## src/rtl/ecp3_clk_align.sv

```systemverilog
// ecp3_clk_align: sequences PLL lock wait, ECLKSYNC stop, divider reset release
// and clock restart, then qualifies the DDR phase-detector status. A failed
// check retries the whole stop/reset/restart loop up to MAX_TRIES times.
module ecp3_clk_align #(
  parameter int unsigned LOCK_WAIT   = 64,
  parameter int unsigned STOP_CYCLES = 4,
  parameter int unsigned RST_CYCLES  = 4,
  parameter int unsigned SETTLE      = 8,
  parameter int unsigned MATCH_COUNT = 4,
  parameter int unsigned MAX_TRIES   = 16,
  parameter logic [1:0]  TARGET      = 2'b01
) (
  input  logic                               sclk,
  input  logic                               reset,
  input  logic                               pll_lock,
  input  logic [1:0]                         align_status,
  input  logic                               realign,
  output logic                               eclk_stop,
  output logic                               ddr_rst,
  output logic                               ready,
  output logic                               fail,
  output logic [$clog2(MAX_TRIES+1)-1:0]     tries
);

  localparam int unsigned TRIES_W = $clog2(MAX_TRIES + 1);
  localparam int unsigned MAX_AB  = (LOCK_WAIT > STOP_CYCLES) ? LOCK_WAIT : STOP_CYCLES;
  localparam int unsigned MAX_CD  = (RST_CYCLES > SETTLE) ? RST_CYCLES : SETTLE;
  localparam int unsigned MAX_ABC = (MAX_AB > MAX_CD) ? MAX_AB : MAX_CD;
  localparam int unsigned MAX_T   = (MAX_ABC > MATCH_COUNT) ? MAX_ABC : MATCH_COUNT;
  localparam int unsigned CNT_W   = (MAX_T > 1) ? $clog2(MAX_T) : 1;

  typedef enum logic [3:0] {
    S_IDLE,
    S_LOCKWAIT,
    S_STOP,
    S_RELEASE,
    S_RUN,
    S_CHECK,
    S_RESYNC,
    S_DONE,
    S_FAIL
  } state_e;

  state_e               state_q, state_d;
  logic [CNT_W-1:0]     cnt_q, cnt_d;
  logic [TRIES_W-1:0]   tries_q, tries_d;
  logic                 lock_meta_q, lock_s_q;
  logic                 eclk_stop_q, eclk_stop_d;
  logic                 ddr_rst_q, ddr_rst_d;
  logic                 ready_q, ready_d;
  logic                 fail_q, fail_d;

  // Terminal count for the shared down-counter on entry to a timed state.
  function automatic logic [CNT_W-1:0] reload(input state_e s);
    reload = '0;
    case (s)
      S_LOCKWAIT: reload = CNT_W'(LOCK_WAIT - 1);
      S_STOP:     reload = CNT_W'(STOP_CYCLES - 1);
      S_RELEASE:  reload = CNT_W'(RST_CYCLES - 1);
      S_RUN:      reload = CNT_W'(SETTLE - 1);
      S_CHECK:    reload = CNT_W'(MATCH_COUNT - 1);
      S_RESYNC:   reload = CNT_W'(RST_CYCLES - 1);
      default:    reload = '0;
    endcase
  endfunction

  // Two-flop synchroniser for the asynchronous PLL lock.
  always_ff @(posedge sclk) begin
    if (reset) begin
      lock_meta_q <= 1'b0;
      lock_s_q    <= 1'b0;
    end else begin
      lock_meta_q <= pll_lock;
      lock_s_q    <= lock_meta_q;
    end
  end

  // State, timer, retry count and registered outputs.
  always_ff @(posedge sclk) begin
    if (reset) begin
      state_q     <= S_IDLE;
      cnt_q       <= '0;
      tries_q     <= '0;
      eclk_stop_q <= 1'b0;
      ddr_rst_q   <= 1'b1;
      ready_q     <= 1'b0;
      fail_q      <= 1'b0;
    end else begin
      state_q     <= state_d;
      cnt_q       <= cnt_d;
      tries_q     <= tries_d;
      eclk_stop_q <= eclk_stop_d;
      ddr_rst_q   <= ddr_rst_d;
      ready_q     <= ready_d;
      fail_q      <= fail_d;
    end
  end

  // Next-state, timer and retry logic; outputs decoded from the next state.
  always_comb begin
    state_d     = state_q;
    cnt_d       = cnt_q;
    tries_d     = tries_q;
    eclk_stop_d = 1'b0;
    ddr_rst_d   = 1'b1;
    ready_d     = 1'b0;
    fail_d      = 1'b0;

    if (!lock_s_q && (state_q != S_IDLE)) begin
      // Lock loss beats realign and timer expiry; tries survives until restart.
      state_d = S_IDLE;
    end else begin
      case (state_q)
        S_IDLE: begin
          if (lock_s_q) begin
            state_d = S_LOCKWAIT;
            tries_d = '0;
          end
        end
        S_LOCKWAIT: if (cnt_q == '0) state_d = S_STOP;
        S_STOP:     if (cnt_q == '0) state_d = S_RELEASE;
        S_RELEASE:  if (cnt_q == '0) state_d = S_RUN;
        S_RUN:      if (cnt_q == '0) state_d = S_CHECK;
        S_CHECK: begin
          if (align_status != TARGET) begin
            if (tries_q >= TRIES_W'(MAX_TRIES - 1)) begin
              state_d = S_FAIL;
              tries_d = TRIES_W'(MAX_TRIES);
            end else begin
              state_d = S_RESYNC;
              tries_d = tries_q + TRIES_W'(1);
            end
          end else if (cnt_q == '0) begin
            state_d = S_DONE;
          end
        end
        S_RESYNC:   if (cnt_q == '0) state_d = S_STOP;
        S_DONE, S_FAIL: begin
          if (realign) begin
            state_d = S_RESYNC;
            tries_d = '0;
          end
        end
        default: state_d = S_IDLE;
      endcase
    end

    // Shared timer: reload on every state change, otherwise count down to zero.
    if (state_d != state_q) begin
      cnt_d = reload(state_d);
    end else if (cnt_q != '0) begin
      cnt_d = cnt_q - CNT_W'(1);
    end

    case (state_d)
      S_STOP:    begin eclk_stop_d = 1'b1; ddr_rst_d = 1'b1; end
      S_RELEASE: begin eclk_stop_d = 1'b1; ddr_rst_d = 1'b0; end
      S_RUN:     ddr_rst_d = 1'b0;
      S_CHECK:   ddr_rst_d = 1'b0;
      S_DONE:    begin ddr_rst_d = 1'b0; ready_d = 1'b1; end
      S_FAIL:    fail_d = 1'b1;
      default:   ddr_rst_d = 1'b1;
    endcase
  end

  assign eclk_stop = eclk_stop_q;
  assign ddr_rst   = ddr_rst_q;
  assign ready     = ready_q;
  assign fail      = fail_q;
  assign tries     = tries_q;

endmodule

```

## config.mk

```make
export PLATFORM = sky130hd
export DESIGN_NAME = ecp3_clk_align
export DESIGN_NICKNAME = d
export VERILOG_FILES = /design/src/rtl/ecp3_clk_align.sv
export SDC_FILE = /design/constraint.sdc
export NUM_CORES = 1
export LEC_CHECK = 0
export ABC_CLOCK_PERIOD_IN_PS = 3900
export BUFFER_PORTS_ARGS = -buffer_cell sky130_fd_sc_hd__buf_4
export CAP_MARGIN = 10
export CORE_MARGIN = 1.5
export CORE_UTILIZATION = 62
export DETAILED_ROUTE_END_ITERATION = 7
export GPL_ROUTABILITY_DRIVEN = 0
export PLACE_DENSITY = 0.81
export SLEW_MARGIN = 20
export SYNTH_ARGS = -nofsm -noshare
export SYNTH_HDL_FRONTEND = slang
export SYNTH_SLANG_ARGS = --single-unit
```

## constraint.sdc

```tcl
create_clock -name sclk -period 3.9 [get_ports sclk]
set_input_delay 0.39 -clock sclk [delete_from_list [all_inputs] [get_ports sclk]]
set_output_delay 0.39 -clock sclk [all_outputs]
set_load 0.03 [all_outputs]
```

* Yosys cells after proc, flatten, opt, wreduce, memory -nomap -nowiden *
Cells that the tools add are included.

storage, ports and cells
  output and inout port bits = 9
  register bits after elaboration = 21
  word-level logic and storage cells = 71
  input port bits = 6

cells by class
  $add $sub $neg = 2
  bitwise gates (word level) = 1
  eq/ne operators = 21
  magnitude comparators = 1
  reductions and logical operators = 14
  multiplexer cells = 23

operators with widths
  operator             number
  $mux 4               10
  $eq 4x3->1 const B   8
  $pmux 4 s7           1
  $mux 5               4
  $pmux 6 s3           1
  $eq 4x2->1 const B   4
  $pmux 5 s3           1
  $mux 6               2
  $eq 4x1->1 const B   2
  $eq 4x4->1 const B   2
  $reduce_or 4->1      2
  $logic_not 6->1      1
  $ne 2x2->1 const B   3
  $reduce_bool 6->1    1
  $reduce_or 2->1      3
  $sub 6x1->6 const B  1
  $add 5x1->5 const B  1
  $ge 5x4->1 const B   1
  $reduce_and 5->1     1
  $logic_not 4->1      1
  $mux 1               4
  $ne 4x4->1           1
  $reduce_bool 4->1    1
  $reduce_bool 3->1    1
  other kinds (5)      5

* Depth between registers and ports, before layout *
Gate-level depths: netlist of the first run.

  depth after elaboration = 9
  gate-level depth with buffers = 10
  depth with buffers taken out = 10

* Worst setup path after synthesis of the first run *
OpenSTA, ideal clock, no wires.

  path kind = register -> register
  from = reg tries_q[0] (netlist: tries[0])
  to = reg cnt_q[0]
  stages on the path, launching flop included = 11
  buffers on the path = 0
  required time = 3.786 ns
  clock period less this slack = 2.577 ns
  arrival = 2.463 ns
  library setup time = 0.114 ns
  path slack = 1.323 ns
  cells stage by stage = dfxtp_1 ha_1 and3_1 ha_1 nor2_1 and2_1 o31ai_1 a221o_1 a2111oi_4 nor4_2 a21o_1

between the ends
  longest elaborated chain between the ends = 9
  elaborated cells between the ends (all ways) = 16
  classes of those cells = order compare (1); eq/ne (7); mux (6); reduce/logical (2)

ends and longest elaborated chain
  what                                      line  RTL
  from (decl)                               46    logic [TRIES_W-1:0] tries_q, tries_d;
  from (signal assigned)                    91    tries_q <= tries_d;
  $ge 5x4->1 (*)                            126   if (tries_q >= TRIES_W'(MAX_TRIES - 1)) begin
  $mux 4 (*)                                126
  $mux 4 (*)                                125   if (align_status != TARGET) begin
  $pmux 4 s7 (*)                            113   case (state_q)
  $mux 4 (*)                                109   if (!lock_s_q && (state_q != S_IDLE)) begin
  $eq 4x3->1 or $eq 4x2->1 (tied branches)  56    case (s)
  $reduce_or 4->1 (no source line)          --
  $pmux 6 s3                                56
  $mux 6                                    149   if (state_d != state_q) begin
  to (signal assigned)                      90    cnt_q <= cnt_d;
  to (decl)                                 45    logic [CNT_W-1:0] cnt_q, cnt_d;

Mark *: on every way between the ends. The rest lies on a longest branch, timed or not.
A chain may end at the register's enable or synchronous reset.

* Final worst setup path of the first run *
  from = reg cnt_q[0]
  to = reg cnt_q[1]

between the ends
  longest elaborated chain between the ends = 9
  elaborated cells between the ends (all ways) = 23
  classes of those cells = add/sub (1); eq/ne (7); mux (11); reduce/logical (4)

ends and longest elaborated chain
  what                                      line  RTL
  $logic_not 6->1                           --
  $mux 4                                    133   end else if (cnt_q == '0) begin
  $mux 4                                    125
  $pmux 4 s7                                113
  $mux 4                                    109
  $eq 4x3->1 or $eq 4x2->1 (tied branches)  56
  $reduce_or 4->1 (no source line)          --
  $pmux 6 s3                                56
  $mux 6                                    149

Parallel ways exist; a longest one is shown, timed or not. The select of a mux whose other input is x is not followed.

==> results by group, run 1 <==
Hold path
  – HP Start: pll_lock
  – Hold Crit Class: input port to flop
  – Worst Hold End: lock_meta_q
  – Hold Path Stages: 2

Final layout
  – Multi-input gate area: 908.4 sq um
  – Most frequent cells in the layout: 21 x dfxtp_1, 14 x buf_4, 13 x a21oi_1
  – Design area: roughly 0.0015 sq mm
  – Antenna cell count: 0
  – Fill count: approximately 180
  – Final nets: 185
  – Reg area: between 400 and 500 sq um
  – Commonest non-fill, non-tap cell in the layout: dfxtp_1
  – Fin util: 0.7002
  – Share of cells above drive strength 1: 0.1943
  – Area growth, synth to finish: 8.304%

Timing
  – Final Hold Viols: 0
  – Period utilisation layout: 0.7225
  – Fmax: around 0.35 GHz
  – Worst-Margin Slew: 0.6727 ns
  – Final min period: 2.818 ns
  – Setup TNS: 0 ns
  – RSZ-0062 raised after global routing: no
  – Setup-failing EPs final: 0
  – Relative slew slack: 0.5509
  – Slew Viols, Final: 0
  – Fin Clk Skew: approximately 0.0036 ns

CTS
  – CTS Sinks: 21
  – Clock Latency Late Sink: around 0.30 ns
  – Clk buf depth: 2
  – TritonCTS buffer count: 3
  – H-Tree Depth: 1
  – # resized after CTS: 0
  – Post-CTS setup buffers: 0
  – Root Driver: clkbuf_4
  – Clock transition at path regs: 0.12 ns
  – CTS tree: yes
  – Hold Buf Count CTS: 0

Job
  – Max Cap Violations: 0

Yosys
  – Synth unique cells: 57
  – Largest family of logic cells by synthesized area: compound AO/OA/AOI/OAI gates
  – Seq/Total Area, Yosys: 0.2968
  – Complex-gate fraction of the synthesized area: 0.2809
  – Post-synth net total: 175
  – Post-Syn Instances: 166
  – Top FF cell, synth: dfxtp_1
  – Synth Area in Adders: 0.04240
  – XOR/XNOR share of the synthesized area: 0.03092
  – Synth warnings: 0
  – Post-synthesis register bit count: 21
  – Ys async rst share: 0
  – Post-synth EDFFs: 0
  – Synthesized area per cell: roughly 8.5 sq um
  – Multiplexer share of the synthesized area: 0.007067
  – Synth Area in Simple Gates: 0.2800
  – Post-Syn Area: approximately 0.0014 sq mm

Die
  – Initial core utilization: 0.6465
  – Die area: approximately 0.0026 sq mm
  – # IOs: 15
  – Die W: just over 50 um
  – Core area: 0.002191 sq mm
  – Die Y: around 51 um
  – Rows: 17

GRT
  – Vias in the first global route: 1,032
  – GRT Util Overall: 0.2445
  – First-pass GRT wire length: 4726 um
  – Largest net degree at the start of global routing: 20
  – Initial antenna violation count: 0
  – Grt total ovfl: 0

Worst setup path
  – CP max stage delay: roughly 0.53 ns
  – WP data required: approximately 4.1 ns
  – Reg2reg start: cnt_q[0]
  – Critical path startpoint category: flop
  – Crit-path cells: inv_1 > ha_1 > or3b_1 > nor3_1 > o31a_1 > a221o_1 > a2111oi_4 > nor4_2 > a21o_1
  – Worst r2r dst: cnt_q[1]
  – Reg2Reg Setup Slack: between 1 and 1.5 ns
  – CP delay by family, top: compound AO/OA/AOI/OAI gates
  – Setup Crit Path Kind: flop to flop
  – Worst EP arrival: about 3.0 ns
  – Crit path buf inv count: 1
  – R2r worst-path depth: 9
  – Crit-path max FO: 9
  – CP Capture Type: flop
  – Slowest cell on crit path: a2111oi_4

Power
  – Leak: between 0.6 and 0.7 nW
  – Cell Pwr Density: roughly 470 mW/mm^2
  – Peak supply drop: 450.2 uV
  – Total power: ~720 uW

Routing
  – Drt drc: 0
  – Via density: around 6
  – DR WL/cell: 14.02 um
  – Vias after detailed routing: about 1.3k
  – Post-Route WL: ~2800 um
  – Initial DRC count: 36
  – Post-DRT Antenna Nets: 0
  – Initial DRT Pass Iterations: 4

Place
  – Placement Cell Area: 0.001506 sq mm
  – Port bufs: 14
  – Post-DP HPWL: 2115 um

Run status
  – Status: completed
[cells in the mapped netlist, drive strengths merged, types with 4 or more instances]
library cell / instances / area [sq um]
dfxtp: 21 / 420.4
a21oi: 14 / 73.82
nand2: 12 / 45.04
nor2: 12 / 61.31
inv: 10 / 37.53
o21ai: 9 / 48.80
buf: 7 / 42.54
nor2b: 6 / 37.54
nor3: 6 / 30.03
a21o: 4 / 30.03
nand2b: 4 / 25.02
o31ai: 4 / 35.03
xnor2: 4 / 35.03
[power by group]
group / leakage (nW) / switching (mW) / internal [mW]
sequential: 0.171 / 0.0326 / 0.241
combinational: 0.423 / 0.186 / 0.154
clock: 0.0177 / 0.0654 / 0.0383
[how the worst max path moves through the flow]
stage	from	end	slack [ns]	cells after the start
6_report	cnt_q[0]	cnt_q[1]	1.08	9
5_1_grt	cnt_q[0]	cnt_q[1]	0.90	9
4_1_cts	cnt_q[0]	cnt_q[1]	1.10	9
3_5_place_dp	cnt_q[0]	cnt_q[1]	1.13	9
3_3_place_gp	cnt_q[0]	cnt_q[1]	1.17	9
2_1_floorplan	tries[0]	cnt_q[0]	1.32	10
[per-layer routing]
layer,part of all wire,up-vias,track usage
met5,0,-,0
met4,0.017,0,0.1081
met3,0.060,6,0.03571
met2,0.45,38,0.3465
met1,0.48,578,0.3628
li1,-,629,-
[state kept, by name, summed over array words and instances, names as in the netlist]
signal	cells
tries	5
ready	1
ddr_rst	1
fail	1
lock_s_q	1
eclk_stop	1
lock_meta_q	1
cnt_q	6
state_q	4
[kinds of logic after synthesis]
family,after synthesis
xor gates and xnor gates,5
and+or+nand+nor,65
DFF,21
adders and majority gates,5
muxes,1
buffers and inverters,19
AOI/OAI and AO/OA,50
[worst reg2reg max path, stage by stage, from the launching register on]
cell and delay, ns:
dfxtp_1 0.39, inv_1 0.06, ha_1 0.21, or3b_1 0.44
nor3_1 0.17, o31a_1 0.32, a221o_1 0.31, a2111oi_4 0.53
nor4_2 0.12, a21o_1 0.17
[cell type report]
class                      instances  share of cell area
multi-input combinational        126              0.5922
inverter                          10             0.02447
clock buffer                       3             0.01468
timing repair buffer              14             0.06852
sequential                        21              0.2741
clock inverter                     1            0.003263
tap                               28             0.02284
[per-stage QoR]
step                instances  hold slack (ns)  worst slack, ns
finish                    203           0.2926            1.082
floorplan                 166           0.4138            1.323
detailed placement        199           0.4280            1.133
global route              203           0.2997           0.8969
global placement          199           0.4232            1.169
CTS                       203           0.2893            1.100
No activity file was read; power rests on OpenSTA's default activity.
==> run 2, diff against run 1 <==
- ABC_CLOCK_PERIOD_IN_PS: 3900 -> 2300
- CORE_UTILIZATION: 62 -> 52
- PLACE_DENSITY: 0.81 -> 0.73
- clock period: 3.9 -> 2.3 ns (I/O delays scaled with it)
==> run 2 against run 1 <==
- the run now ends with setup timing left
- design area rose by 30%
- hold slack got worse by 0.18 ns
- sequential share of layout area decreased by 5.9 points
- combinational power grew to 2.9 times the previous value
- register-to-register slack got worse by 1.2 ns
- die area increased by 18%
- largest power group unchanged
- clock-buffer cell count increased by 1
- first-iteration DRC count up 58%
- setup slack lost 1.2 ns
- wire length rose by 38%
- global-route usage is 3.2 points higher
==> results by group, run 2 (same netlist as run 1, synthesis figures left out) <==
Timing
  – Final Hold Viols: 0 (unchanged)
  – Worst-Margin Slew: 0.3691 ns (-0.3037 ns)
  – Fmax: 0.4168 GHz (+17%)
  – Setup-failing EPs final: 7 (+7)
  – Final min period: 2.399 ns (-0.4182 ns)
  – Setup TNS: -0.3932 ns (-0.3932 ns)
  – Fin Clk Skew: 0.006942 ns (+0.003306 ns)
  – Hold WS: 0.1170 ns (-0.1756 ns)
  – Slew Viols, Final: 0 (unchanged)
  – RSZ-0062 raised after global routing: yes
  – Relative slew slack: 0.7523 (+0.2014)
  – Period utilisation layout: 1.043 (+0.3207)
  – Final worst slack: -0.09937 ns (-1.182 ns)

Worst setup path
  – R2r worst-path depth: 8 (-1)
  – WP data required: 2.51 ns (-1.60 ns)
  – Reg2reg start: cnt_q[1]
  – Crit-path max FO: 7 (-2)
  – Reg2Reg Setup Slack: -0.1 ns (-1.18 ns)
  – Worst EP arrival: 2.61 ns (-0.42 ns)
  – CP Capture Type: flop
  – Setup Crit Path Kind: flop to flop
  – Critical path startpoint category: flop
  – Worst r2r dst: cnt_q[2]

CTS
  – Clock transition at path regs: 0.12 ns (about the same)
  – H-Tree Depth: 1 (unchanged)
  – CTS Sinks: 21 (unchanged)
  – Clk buf depth: 2 (unchanged)
  – TritonCTS buffer count: 3 (unchanged)
  – Hold Buf Count CTS: 0 (unchanged)
  – Root Driver: clkbuf_4
  – CTS tree: yes
  – Clock Latency Late Sink: 0.31 ns (about the same)

GRT
  – GRT Util Overall: 0.2763 (+0.03178)
  – Vias in the first global route: 1,358 (+32%)
  – Initial antenna violation count: 0 (unchanged)
  – Grt total ovfl: 0 (unchanged)
  – Largest net degree at the start of global routing: 14 (-30%)
  – First-pass GRT wire length: 6044 um (+28%)

Run status
  – Status: finished, violations left
  – Failing checks: setup timing

Routing
  – Drt drc: 0 (unchanged)
  – Post-DRT Antenna Nets: 0 (unchanged)
  – Post-Route WL: 3931 um (+38%)
  – Via density: 5.911 (-4.1%)
  – DR WL/cell: 15.98 um (+14%)
  – Initial DRT Pass Iterations: 4 (unchanged)
  – Initial DRC count: 57 (+58%)
  – Vias after detailed routing: 1,454 (+16%)

Final layout
  – Area growth, synth to finish: 41.17%
  – Antenna cell count: 0 (unchanged)
  – Share of cells above drive strength 1: 0.4491 (+0.2548)
  – Commonest non-fill, non-tap cell in the layout: buf_4
  – Max FFs per register: 6 (unchanged)
  – Final nets: 226 (+22%)
  – Largest Register: cnt_q
  – Fill count: 164 (-7.9%)
  – Most frequent cells in the layout: 53 x buf_4, 18 x dfxtp_1, 11 x a21oi_1

Place
  – Port bufs: 14 (unchanged)
  – DP Worst Slack: -0.1724 ns (-1.305 ns)
  – Post-DP HPWL: 2800 um (+32%)

Hold path
  – HP Start: pll_lock
  – Hold Path Stages: 2 (unchanged)
  – Hold Crit Class: input port to flop
  – Worst Hold End: lock_meta_q

Die
  – Core area: 0.002522 sq mm (+15%)
  – # IOs: 15 (unchanged)
  – Die Y: 55.19 um (+8.7%)
  – Initial core utilization: 0.5615 (-0.08498)
  – Die area: 0.003046 sq mm (+18%)
  – Die W: 55.19 um (+8.7%)
  – Rows: 18 (+1)

Power
  – Peak supply drop: 773.1 uV (+72%)
  – Cell Pwr Density: 809.2 mW/mm^2 (+73%)
  – Internal Power: 1.005 mW (+130%)
  – Reg power frac: 0.278 (-0.103)
  – NetSw: 612.6 uW (+120%)
  – Comb pwr share: 0.607 (+0.132)
  – Clock Power Share: 0.115 (-0.030)
  – Sw frac: 0.3786 (-0.01794)
  – Leak: 0.8433 nW (+38%)

Job
  – Max Cap Violations: 0 (unchanged)
## run 2: cell types whose count changed in the layout (fill, tap and decap cells not counted), sizes merged
| cell | delta |
|---|---|
| clkbuf | +1 |
| buf | +41 |
| clkinv | -1 |
## run 2: worst max-delay path, stage by stage (launching register included)
cell       delay, ns
dfxtp_1         0.35
inv_2           0.07
ha_4            0.12
or3b_4          0.42
or4_4           0.55
a31oi_4         0.21
a2111oi_4       0.11
buf_6           0.15
o311a_1         0.33
## run 2: how the worst max path moves through the flow
stage / startpoint / to / slack (ns)
final: cnt_q[1] / cnt_q[2] / -0.1
after global placement: cnt_q[0] / cnt_q[0] / -0.13
after detailed placement: cnt_q[1] / cnt_q[3] / -0.17
after CTS: cnt_q[0] / cnt_q[1] / -0.06
after global routing: cnt_q[0] / cnt_q[0] / -0.18
after floorplan: cnt_q[0] / cnt_q[0] / -0.009
## run 2: area by class of cell
class / count / area [sq um] / share of cell area
Clock buffer: 4 / 26.28 / 0.01314
Inverter: 10 / 37.54 / 0.01877
Sequential cell: 21 / 429.2 / 0.2146
Timing Repair Buffer: 55 / 429.2 / 0.2146
Multi-Input combinational cell: 126 / 1040 / 0.5200
Tap cell: 30 / 37.54 / 0.01877
## run 2: what timing repair did
action,in CTS,in global routing
pin swaps,8,3
setup endpoints to repair,8,9
gates resized for setup,12,9
buffers inserted,5,5
## run 2: metal layers
layer	track usage	vias to the layer above	wire length [um]
met1	0.3657	696	1768
met5	0	-	0
met4	0.08130	0	59
li1	-	710	-
met2	0.4583	42	1903
met3	0.04839	6	199
## run 2: through the flow
stage	power, mW	instance area, sq um	std cells	util
after detailed placement	1.225	1800	234	0.7138
after global placement	1.197	1800	234	0.7138
after global routing	1.714	1999	246	0.7927
after CTS	1.543	1939	243	0.7688
final	1.618	1999	246	0.7927
after floorplan	1.003	1460	166	-
## run 2: power groups by stage
stage | Sequential, mW | Clock (mW) | Combinational [mW]
3_5_place_dp | 0.459 | 0 | 0.766
5_1_grt | 0.456 | 0.203 | 1.05
4_1_cts | 0.448 | 0.185 | 0.910
2_1_floorplan | 0.446 | 0 | 0.556
6_report | 0.450 | 0.186 | 0.983
3_3_place_gp | 0.455 | 0 | 0.743
